### config.mk
export PLATFORM = sky130hd
export DESIGN_NAME = risc_fetch_unit
export DESIGN_NICKNAME = d
export VERILOG_FILES = /design/src/rtl/risc_pkg.sv /design/src/rtl/risc_fetch_ring.sv /design/src/rtl/risc_fetch_unit.sv
export SDC_FILE = /design/constraint.sdc
export NUM_CORES = 1
export LEC_CHECK = 0
export CORE_MARGIN = 1
export CORE_UTILIZATION = 61
export CTS_BUF_LIST = sky130_fd_sc_hd__clkbuf_4
export DETAILED_ROUTE_END_ITERATION = 7
export GPL_TIMING_DRIVEN = 0
export PLACE_DENSITY = 0.88
export SLEW_MARGIN = 30
export SYNTH_ARGS = -nofsm -noshare
export SYNTH_HDL_FRONTEND = slang
export SYNTH_SLANG_ARGS = --single-unit
export TNS_END_PERCENT = 5
### constraint.sdc
create_clock -name clk -period 7.5 [get_ports clk]
set_input_delay 1.5 -clock clk [delete_from_list [all_inputs] [get_ports clk]]
set_output_delay 1.5 -clock clk [all_outputs]
set_load 0.05 [all_outputs]
### src/rtl/risc_pkg.sv
// Shared definitions for the RISC fetch stage: branch-select encodings,
// datapath width and the NOP instruction word.
package risc_pkg;

  localparam int XLEN = 32;

  typedef enum logic [1:0] {
    BS_SEQ  = 2'b00,
    BS_COND = 2'b01,
    BS_JMP  = 2'b10,
    BS_JMPR = 2'b11
  } bs_e;

  localparam logic [XLEN-1:0] NOP_IR = 32'h0000_0000;

endpackage

### src/rtl/risc_fetch_ring.sv
// Fetch ring: DEPTH slots of {pc, ir, filled}. Slots are allocated when a
// request is accepted, filled in order as responses return and popped in
// order by the IF/DOF register. A clear drops every slot at once.
module risc_fetch_ring
  import risc_pkg::*;
#(
  parameter int DEPTH = 4,
  localparam int PW = $clog2(DEPTH)
) (
  input  logic            clk,
  input  logic            reset,
  input  logic            clear,
  input  logic            alloc_en,
  input  logic [XLEN-1:0] alloc_pc,
  input  logic            fill_en,
  input  logic [XLEN-1:0] fill_ir,
  input  logic            pop_en,
  output logic            head_filled,
  output logic [XLEN-1:0] head_pc,
  output logic [XLEN-1:0] head_ir,
  output logic [PW:0]     used,
  output logic [PW:0]     unfilled
);

  logic [PW-1:0]   alloc_q, alloc_d;
  logic [PW-1:0]   fill_q, fill_d;
  logic [PW-1:0]   head_q, head_d;
  logic [PW:0]     used_q, used_d;
  logic [PW:0]     unfilled_q, unfilled_d;
  logic [DEPTH-1:0] filled_q, filled_d;
  logic [XLEN-1:0] pc_q [DEPTH];
  logic [XLEN-1:0] pc_d [DEPTH];
  logic [XLEN-1:0] ir_q [DEPTH];
  logic [XLEN-1:0] ir_d [DEPTH];

  // Next-state for pointers, occupancy counts, filled flags and slot payload
  always_comb begin
    alloc_d    = alloc_q;
    fill_d     = fill_q;
    head_d     = head_q;
    used_d     = used_q;
    unfilled_d = unfilled_q;
    filled_d   = filled_q;
    pc_d       = pc_q;
    ir_d       = ir_q;
    if (clear) begin
      alloc_d    = '0;
      fill_d     = '0;
      head_d     = '0;
      used_d     = '0;
      unfilled_d = '0;
      filled_d   = '0;
    end else begin
      if (alloc_en) begin
        pc_d[alloc_q]     = alloc_pc;
        filled_d[alloc_q] = 1'b0;
        alloc_d           = alloc_q + 1'b1;
      end
      if (fill_en) begin
        ir_d[fill_q]     = fill_ir;
        filled_d[fill_q] = 1'b1;
        fill_d           = fill_q + 1'b1;
      end
      // Clearing the flag on pop keeps a stale slot from looking deliverable
      // once the head wraps back onto it with the ring empty.
      if (pop_en) begin
        filled_d[head_q] = 1'b0;
        head_d           = head_q + 1'b1;
      end
      used_d     = used_q + {{PW{1'b0}}, alloc_en} - {{PW{1'b0}}, pop_en};
      unfilled_d = unfilled_q + {{PW{1'b0}}, alloc_en} - {{PW{1'b0}}, fill_en};
    end
  end

  // Control state register
  always_ff @(posedge clk) begin
    if (reset) begin
      alloc_q    <= '0;
      fill_q     <= '0;
      head_q     <= '0;
      used_q     <= '0;
      unfilled_q <= '0;
      filled_q   <= '0;
    end else begin
      alloc_q    <= alloc_d;
      fill_q     <= fill_d;
      head_q     <= head_d;
      used_q     <= used_d;
      unfilled_q <= unfilled_d;
      filled_q   <= filled_d;
    end
  end

  // Slot payload storage; only meaningful while the matching flag says so
  always_ff @(posedge clk) begin
    pc_q <= pc_d;
    ir_q <= ir_d;
  end

  assign head_filled = filled_q[head_q];
  assign head_pc     = pc_q[head_q];
  assign head_ir     = ir_q[head_q];
  assign used        = used_q;
  assign unfilled    = unfilled_q;

endmodule

### src/rtl/risc_fetch_unit.sv
// Instruction-fetch stage: owns the fetch PC, issues in-order word requests,
// buffers returned instructions in the fetch ring and presents them on the
// IF/DOF register. Taken branches/jumps from EX flush the ring and count the
// still-outstanding responses so they can be dropped when they arrive.
module risc_fetch_unit #(
  parameter int          DEPTH    = 4,
  parameter logic [31:0] RESET_PC = 32'h0000_0000,
  parameter logic [31:0] NOP_IR   = risc_pkg::NOP_IR
) (
  input  logic        clk,
  input  logic        reset,
  input  logic        EX_WB_Z,
  input  logic        EX_WB_PS,
  input  logic [1:0]  EX_WB_BS,
  input  logic [31:0] EX_WB_BrA,
  input  logic [31:0] EX_WB_RAA,
  input  logic        dof_stall,
  output logic        imem_req_valid,
  input  logic        imem_req_ready,
  output logic [31:0] imem_addr,
  input  logic        imem_rsp_valid,
  input  logic [31:0] imem_rsp_data,
  output logic [31:0] IF_DOF_PC,
  output logic [31:0] IF_DOF_IR,
  output logic [31:0] IF_DOF_NPC,
  output logic        IF_DOF_valid,
  output logic        if_redirect
);

  localparam int PW = $clog2(DEPTH);
  localparam logic [PW+1:0] DEPTH_W = DEPTH[PW+1:0];

  logic        take;
  logic [31:0] target;
  logic        req_valid;
  logic        handshake;
  logic        rsp_discard;
  logic        fill_en;
  logic        pop_en;

  logic        head_filled;
  logic [31:0] head_pc;
  logic [31:0] head_ir;
  logic [PW:0] used;
  logic [PW:0] unfilled;

  logic [31:0] fetch_pc_q, fetch_pc_d;
  logic [PW:0] discard_q, discard_d;
  logic [31:0] if_pc_q, if_pc_d;
  logic [31:0] if_ir_q, if_ir_d;
  logic [31:0] if_npc_q, if_npc_d;
  logic        if_valid_q, if_valid_d;
  logic        redirect_q, redirect_d;

  // Redirect decode from the EX/WB branch fields
  always_comb begin
    take   = 1'b0;
    target = EX_WB_BrA;
    case (EX_WB_BS)
      risc_pkg::BS_COND: take = EX_WB_Z ^ EX_WB_PS;
      risc_pkg::BS_JMP:  take = 1'b1;
      risc_pkg::BS_JMPR: begin
        take   = 1'b1;
        target = EX_WB_RAA;
      end
      default: take = 1'b0;
    endcase
  end

  // Request/response gating: discarded responses still occupy ring capacity
  always_comb begin
    req_valid   = !reset && !take &&
                  (({1'b0, used} + {1'b0, discard_q}) < DEPTH_W);
    handshake   = req_valid && imem_req_ready;
    rsp_discard = imem_rsp_valid && (discard_q != '0);
    fill_en     = imem_rsp_valid && !rsp_discard && (unfilled != '0);
    pop_en      = !take && !dof_stall && head_filled;
  end

  risc_fetch_ring #(
    .DEPTH (DEPTH)
  ) u_ring (
    .clk         (clk),
    .reset       (reset),
    .clear       (take),
    .alloc_en    (handshake),
    .alloc_pc    (fetch_pc_q),
    .fill_en     (fill_en),
    .fill_ir     (imem_rsp_data),
    .pop_en      (pop_en),
    .head_filled (head_filled),
    .head_pc     (head_pc),
    .head_ir     (head_ir),
    .used        (used),
    .unfilled    (unfilled)
  );

  // Next fetch PC, discard count and IF/DOF register contents
  always_comb begin
    fetch_pc_d = fetch_pc_q;
    discard_d  = discard_q;
    if_pc_d    = if_pc_q;
    if_ir_d    = if_ir_q;
    if_npc_d   = if_npc_q;
    if_valid_d = if_valid_q;
    redirect_d = take;
    if (take) begin
      // Every unfilled slot still has a response coming; one arriving right
      // now is dropped here and so is not counted.
      fetch_pc_d = target;
      discard_d  = discard_q + unfilled - {{PW{1'b0}}, imem_rsp_valid};
      if_valid_d = 1'b0;
      if_ir_d    = NOP_IR;
    end else begin
      if (handshake) begin
        fetch_pc_d = fetch_pc_q + 32'd1;
      end
      if (rsp_discard) begin
        discard_d = discard_q - {{PW{1'b0}}, 1'b1};
      end
      if (!dof_stall) begin
        if (head_filled) begin
          if_pc_d    = head_pc;
          if_ir_d    = head_ir;
          if_npc_d   = head_pc + 32'd1;
          if_valid_d = 1'b1;
        end else begin
          if_valid_d = 1'b0;
          if_ir_d    = NOP_IR;
        end
      end
    end
  end

  // State register; the IF/DOF word has defined contents out of reset
  always_ff @(posedge clk) begin
    if (reset) begin
      fetch_pc_q <= RESET_PC;
      discard_q  <= '0;
      if_pc_q    <= RESET_PC;
      if_ir_q    <= NOP_IR;
      if_npc_q   <= RESET_PC + 32'd1;
      if_valid_q <= 1'b0;
      redirect_q <= 1'b0;
    end else begin
      fetch_pc_q <= fetch_pc_d;
      discard_q  <= discard_d;
      if_pc_q    <= if_pc_d;
      if_ir_q    <= if_ir_d;
      if_npc_q   <= if_npc_d;
      if_valid_q <= if_valid_d;
      redirect_q <= redirect_d;
    end
  end

  // Flag a response for which no request is outstanding
  always_ff @(posedge clk) begin
    if (!reset) begin
      assert (!(imem_rsp_valid && (discard_q == '0) && (unfilled == '0)))
        else $error("risc_fetch_unit: imem response with no outstanding request");
    end
  end

  assign imem_req_valid = req_valid;
  assign imem_addr      = fetch_pc_q;
  assign IF_DOF_PC      = if_pc_q;
  assign IF_DOF_IR      = if_ir_q;
  assign IF_DOF_NPC     = if_npc_q;
  assign IF_DOF_valid   = if_valid_q;
  assign if_redirect    = redirect_q;

endmodule

**Word-level counts from Yosys, hierarchy flattened**

Index checks and enable logic that the tools add are counted.

- Bits in registers: 405
- Bits of input ports: 105
- Output and inout bits: 131
- Logic and storage cells: 119

- Add/subtract/negate cells: 13
- Order comparisons: 12
- Equality and inequality tests: 3
- Mux-type cells: 33
- Bitwise gates (word level): 11
- Reduce and logical (&&, ||, !) cells: 26

Operators by type and width:

| cell | number |
|---|---|
| $mux W32 | 10 |
| $bwmux W128 | 2 |
| $bmux W32 S2 | 2 |
| $demux W32 S2 | 2 |
| $add A32 B1 Y32 const B | 2 |
| $mux W4 | 5 |
| $logic_and A1 B1 Y1 | 13 |
| $ge A3 B3 Y1 const B | 3 |
| $lt A2 B3 Y1 const B | 3 |
| $not A2 Y3 | 3 |
| $sub A3 B1 Y3 | 3 |
| $and A4 B4 Y4 | 2 |
| $not A4 Y4 | 2 |
| $add A2 B1 Y2 const B | 3 |
| $add A3 B1 Y3 | 2 |
| $demux W1 S2 | 3 |
| $ge A2 B1 Y1 const B | 3 |
| $lt A3 B1 Y1 const B | 2 |
| $mux W3 | 2 |
| $reduce_bool A3 Y1 | 2 |
| $mux W1 | 5 |
| $add A3 B3 Y4 | 1 |
| $eq A2 B2 Y1 const B | 2 |
| $logic_not A1 Y1 | 4 |
| other kinds (13) | 17 |

**Longest topological paths before layout**

- Depth in word-level cells: 14
- Depth in mapped cells: 16
- Depth with buffers taken out: 11

**Cells and area by module**

Synthesis repeated with hierarchy kept, for this count alone.

- Cells, all modules: 1,249
- Area total of the unflattened synthesis: 16,793.6 sq um

Modules (own cells, without submodules):

| module | times used | cells each | area an instance (sq um) | seq. area each (sq um) |
|---|---|---|---|---|
| risc_fetch_ring | 1 | 430 | 10,234.8 | 8,007.7 |
| risc_fetch_unit | 1 | 819 | 6,558.8 | 2,662.6 |

**Worst setup path before layout**

OpenSTA, ideal clock, no wires.

- Kind: input to output
- From: input EX_WB_PS
- To: output imem_req_valid
- Data arrival time: 2,840 ps
- Required time: 6,000 ps
- Slack: 3,160 ps
- Stages: 4
- Path buffers: 1
- Path through: xor2_1 -> a211oi_1 -> clkbuf_1 -> and3_1

- Longest elaborated chain between the ends: 5

Ends and longest elaborated chain:

| item | line | text |
|---|---|---|
| from (decl) | risc_fetch_unit.sv:13 | `input logic EX_WB_PS,` |
| $xor A1 B1 Y1 | risc_fetch_unit.sv:60 | `risc_pkg::BS_COND: take = EX_WB_Z ^ EX_WB_PS;` |
| $pmux W1 S2 | risc_fetch_unit.sv:59 | `case (EX_WB_BS)` |
| $logic_not A1 Y1 | risc_fetch_unit.sv:72 | `req_valid = !reset && !take &&` |
| $logic_and A1 B1 Y1 (2 in a row) | risc_fetch_unit.sv:72 |  |
| to (decl) | risc_fetch_unit.sv:18 | `output logic imem_req_valid,` |

No other way between the ends.

**Final worst setup path**

Same ends and word-level chain as after synthesis.

==> metrics.md <==
| Metric | Value |
|---|---|
| Global Route Usage Sum | 34.01% |
| Final setup viols | 0 |
| CP Class | in2out |
| Post-DP HPWL | ~32,000 um |
| WP data arrival | ~4.4 ns |
| Int Pwr | 3.445 mW |
| Fin crit share | 79.04% |
| Type of origin of the critical path | primary input |
| Drt initial violations | 1,447 |
| Total setup buffers inserted after CTS | 0 |
| First-pass GRT wire length | ~72,000 um |
| CORE AREA | 26,950 sq um |
| Met2 routed WL | roughly 23,000 um |
| Die X | 167.6 um |
| Nets | 1,735 |
| Area delta synth->final | 25.59% |
| Pwr Density | 220.8 nW/um^2 |
| # DRC | 0 |
| Syn_nets | 1,395 |
| GP Congestion | ~0.96 |
| Largest net degree at the start of global routing | 24 |
| Flop pwr share | 52.8% |
| Clock insertion delay at the later pin of the skew report | 0.79 ns |
| Most common cell after layout, fill and taps aside | edfxtp_1 |
| Post-synth EDFFs | 256 |
| Vias in the first global route | 12,920 |
| I/O Pins | ~240 |
| Final hold viol count | 0 |
| # rows | 60 |
| Leakage | 7.018 nW |
| Mapped Cells | between 1,000 and 1,500 |
| Status | finished, final reports clean |
| CTS max path bufs | 3 |
| Post-DRT Antenna Nets | 0 |
| Async SR Flop Fraction | 0% |
| Post-cts resize count | 0 |
| Synth warnings | 0 |
| Fin Hold WS | 0.4543 ns |
| Starting density of the core | 62.06% |
| Worst-path fanout max | 10 |
| RSZ-0062 raised after global routing | false |
| DR vias | 12,540 |
| Initial antenna violation count | 5 |
| Yosys cell types | 64 |
| NetSw | 1.193 mW |
| Mean Syn Cell Area | roughly 13 sq um |
| Die ar. | 28,090 sq um |
| Max Clock Freq | 168.7 MHz |
| Slew HR | 36.59% |
| Setup TNS | 0 ns |
| DRT Pass-1 Iters | 6 |
| CTS HTree Levels | 3 |
| Worst VDD drop | between 0.15 and 0.2 mV |
| Total clock sinks | 405 |
| CTS Root Buffer Type | clkbuf_4 |
| Met3 Wirelength | 5308 um |
| Leading cell types in the layout, fill and taps excluded | 256 x edfxtp_1, 233 x clkdlybuf4s50_1, 168 x nand2_1 |
| Via-to-Cell Ratio | ~6.2 |
| Clock group share of total power | 39.2% |
| PortBufs | between 200 and 250 |
| Wire length per cell | ~23 um |
| Layout cell share with drive strength beyond 1 | ~16% |
| Worst hold path type | reg2reg |
| Crit path time final | 5.928 ns |
| Top layer in use | met5 |
| Yosys reg bits | 405 |
| Critical Path End Type | primary output |
| Clock-pin slew on the worst setup and hold paths | around 0.060 ns |
| Syn Std Cell Area | 16,730 sq um |
| Required @ worst endpoint | 6.00 ns |
| Worst-margin pin slew | 0.9511 ns |
| Fill cells | 1,448 |
| Cts bufs inserted | 97 |
| TritonCTS clock tree | built |
| DIE HEIGHT | around 170 um |
| Met1 WL | between 15,000 and 20,000 um |
| Pins Over Slew Limit | 0 |
| Max-Cap Viols | 0 |
| Clk_skew | around 0.060 ns |
| Grt ovf | 0 |
| WL final | 46,440 um |
| Comb pwr share | 8.0% |
| Cts hold-fix bufs | 0 |
| Seq/Total Area, Yosys | between 60% and 70% |
| Switching share of power | 25.73% |
| Top_reg_cell synth | edfxtp_1 |
-- power groups by stage --
stage | clock network (mW) | logic (mW) | registers [mW]
detailed placement | 0 | 0.361 | 2.50
CTS | 1.82 | 0.364 | 2.45
floorplan | 0 | 0.145 | 2.53
global route | 1.93 | 0.391 | 2.45
global placement | 0 | 0.347 | 2.49
finish | 1.82 | 0.372 | 2.45
-- final timing paths --
check                                              startpoint                         end  slack [ns]  depth (start not counted)
worst max-delay path                                 EX_WB_PS              imem_req_valid        1.57                          6
worst min-delay path               IF_DOF_PC[22]$_SDFFE_PP0P_  IF_DOF_PC[22]$_SDFFE_PP0P_        0.45                          2
worst max register to register  u_ring.head_q[1]$_SDFFE_PP0P_   u_ring.used[2]$_SDFF_PP0_        3.52                         13
worst min register to register     IF_DOF_PC[22]$_SDFFE_PP0P_  IF_DOF_PC[22]$_SDFFE_PP0P_        0.45                          2
-- state kept, by name, indices dropped and copies added, names as in the netlist --
name             flops
u_ring.fill_q        2
IF_DOF_valid         1
IF_DOF_NPC          32
u_ring.pc_q        128
u_ring.filled_q      4
u_ring.ir_q        128
IF_DOF_IR           32
u_ring.used          3
discard_q            3
u_ring.alloc_q       2
imem_addr           32
IF_DOF_PC           32
u_ring.head_q        2
u_ring.unfilled      3
if_redirect          1
-- per-stage QoR --
| stage | utilization (%) | area, sq um | std cells | total power [mW] | setup WS (ns) |
|---|---|---|---|---|---|
| after global routing | 77.92 | 21000 | 2024 | 4.775 | 1.538 |
| after global placement | 72.30 | 19480 | 1837 | 2.840 | 1.545 |
| after floorplan | - | 16730 | 1263 | 2.680 | 3.160 |
| final | 77.94 | 21010 | 2026 | 4.639 | 1.572 |
| after CTS | 77.87 | 20990 | 2023 | 4.632 | 1.625 |
| after detailed placement | 73.22 | 19730 | 1845 | 2.857 | 1.645 |
-- layer usage --
layer	vias up	global-route usage, %
met5	-	0
met4	4	19.94
li1	5459	-
met2	911	56.30
met3	210	10.28
met1	5953	39.30
-- cell type report --
type / instances / area (sq um) / area share, %
multi-input combinational: 759 / 5654 / 26.92
clock inverter: 32 / 158.9 / 0.7564
inverter: 24 / 90.09 / 0.4289
tap: 341 / 426.7 / 2.031
sequential: 405 / 10670 / 50.79
timing repair buffer: 241 / 2545 / 12.12
clock buffer: 146 / 1096 / 5.218
antenna: 3 / 7.507 / 0.03574
buffer: 75 / 357.8 / 1.703
-- synthesized netlist by cell type (all sizes together), types with 2 or more instances --
cell type,count,share of area (%)
a211oi,22,0.99
a21oi,100,3.0
a221oi,6,0.31
a311oi,10,0.52
a31oi,6,0.22
and2,7,0.26
and3,26,0.97
and4,6,0.31
buf,24,0.99
clkbuf,51,1.1
dfxtp,149,18
edfxtp,256,46
fa,3,0.36
ha,24,1.8
inv,24,0.54
mux2i,4,0.24
mux4,64,8.7
nand2,169,3.8
nand2b,6,0.22
nand3,37,1.2
nand4,21,0.91
nand4b,2,0.10
nor2,78,1.8
nor3,12,0.45
nor3b,34,1.5
nor4,7,0.48
o21ai,29,0.87
o31ai,4,0.18
or2,2,0.075
or3,2,0.075
or4,2,0.11
xnor2,35,1.8
xor2,28,1.5
-- kinds of logic after synthesis --
family / after synthesis / synth area share [%]
and+or+nand+nor: 412 / 12.34
xor gates and xnor gates: 63 / 3.299
AOI/OAI and AO/OA: 188 / 6.695
adders and majority gates: 27 / 2.154
muxes: 69 / 9.037
DFF: 405 / 63.79
buffers and inverters: 99 / 2.678
-- critical path, cell delays in order --
cell             delay (ns)
clkdlybuf4s50_1        0.41
xor2_1                 0.20
a211oi_1               0.65
clkbuf_1               0.54
and3_1                 0.30
clkdlybuf4s50_1        0.82
Note: power is estimated with default switching activity, not from simulation.
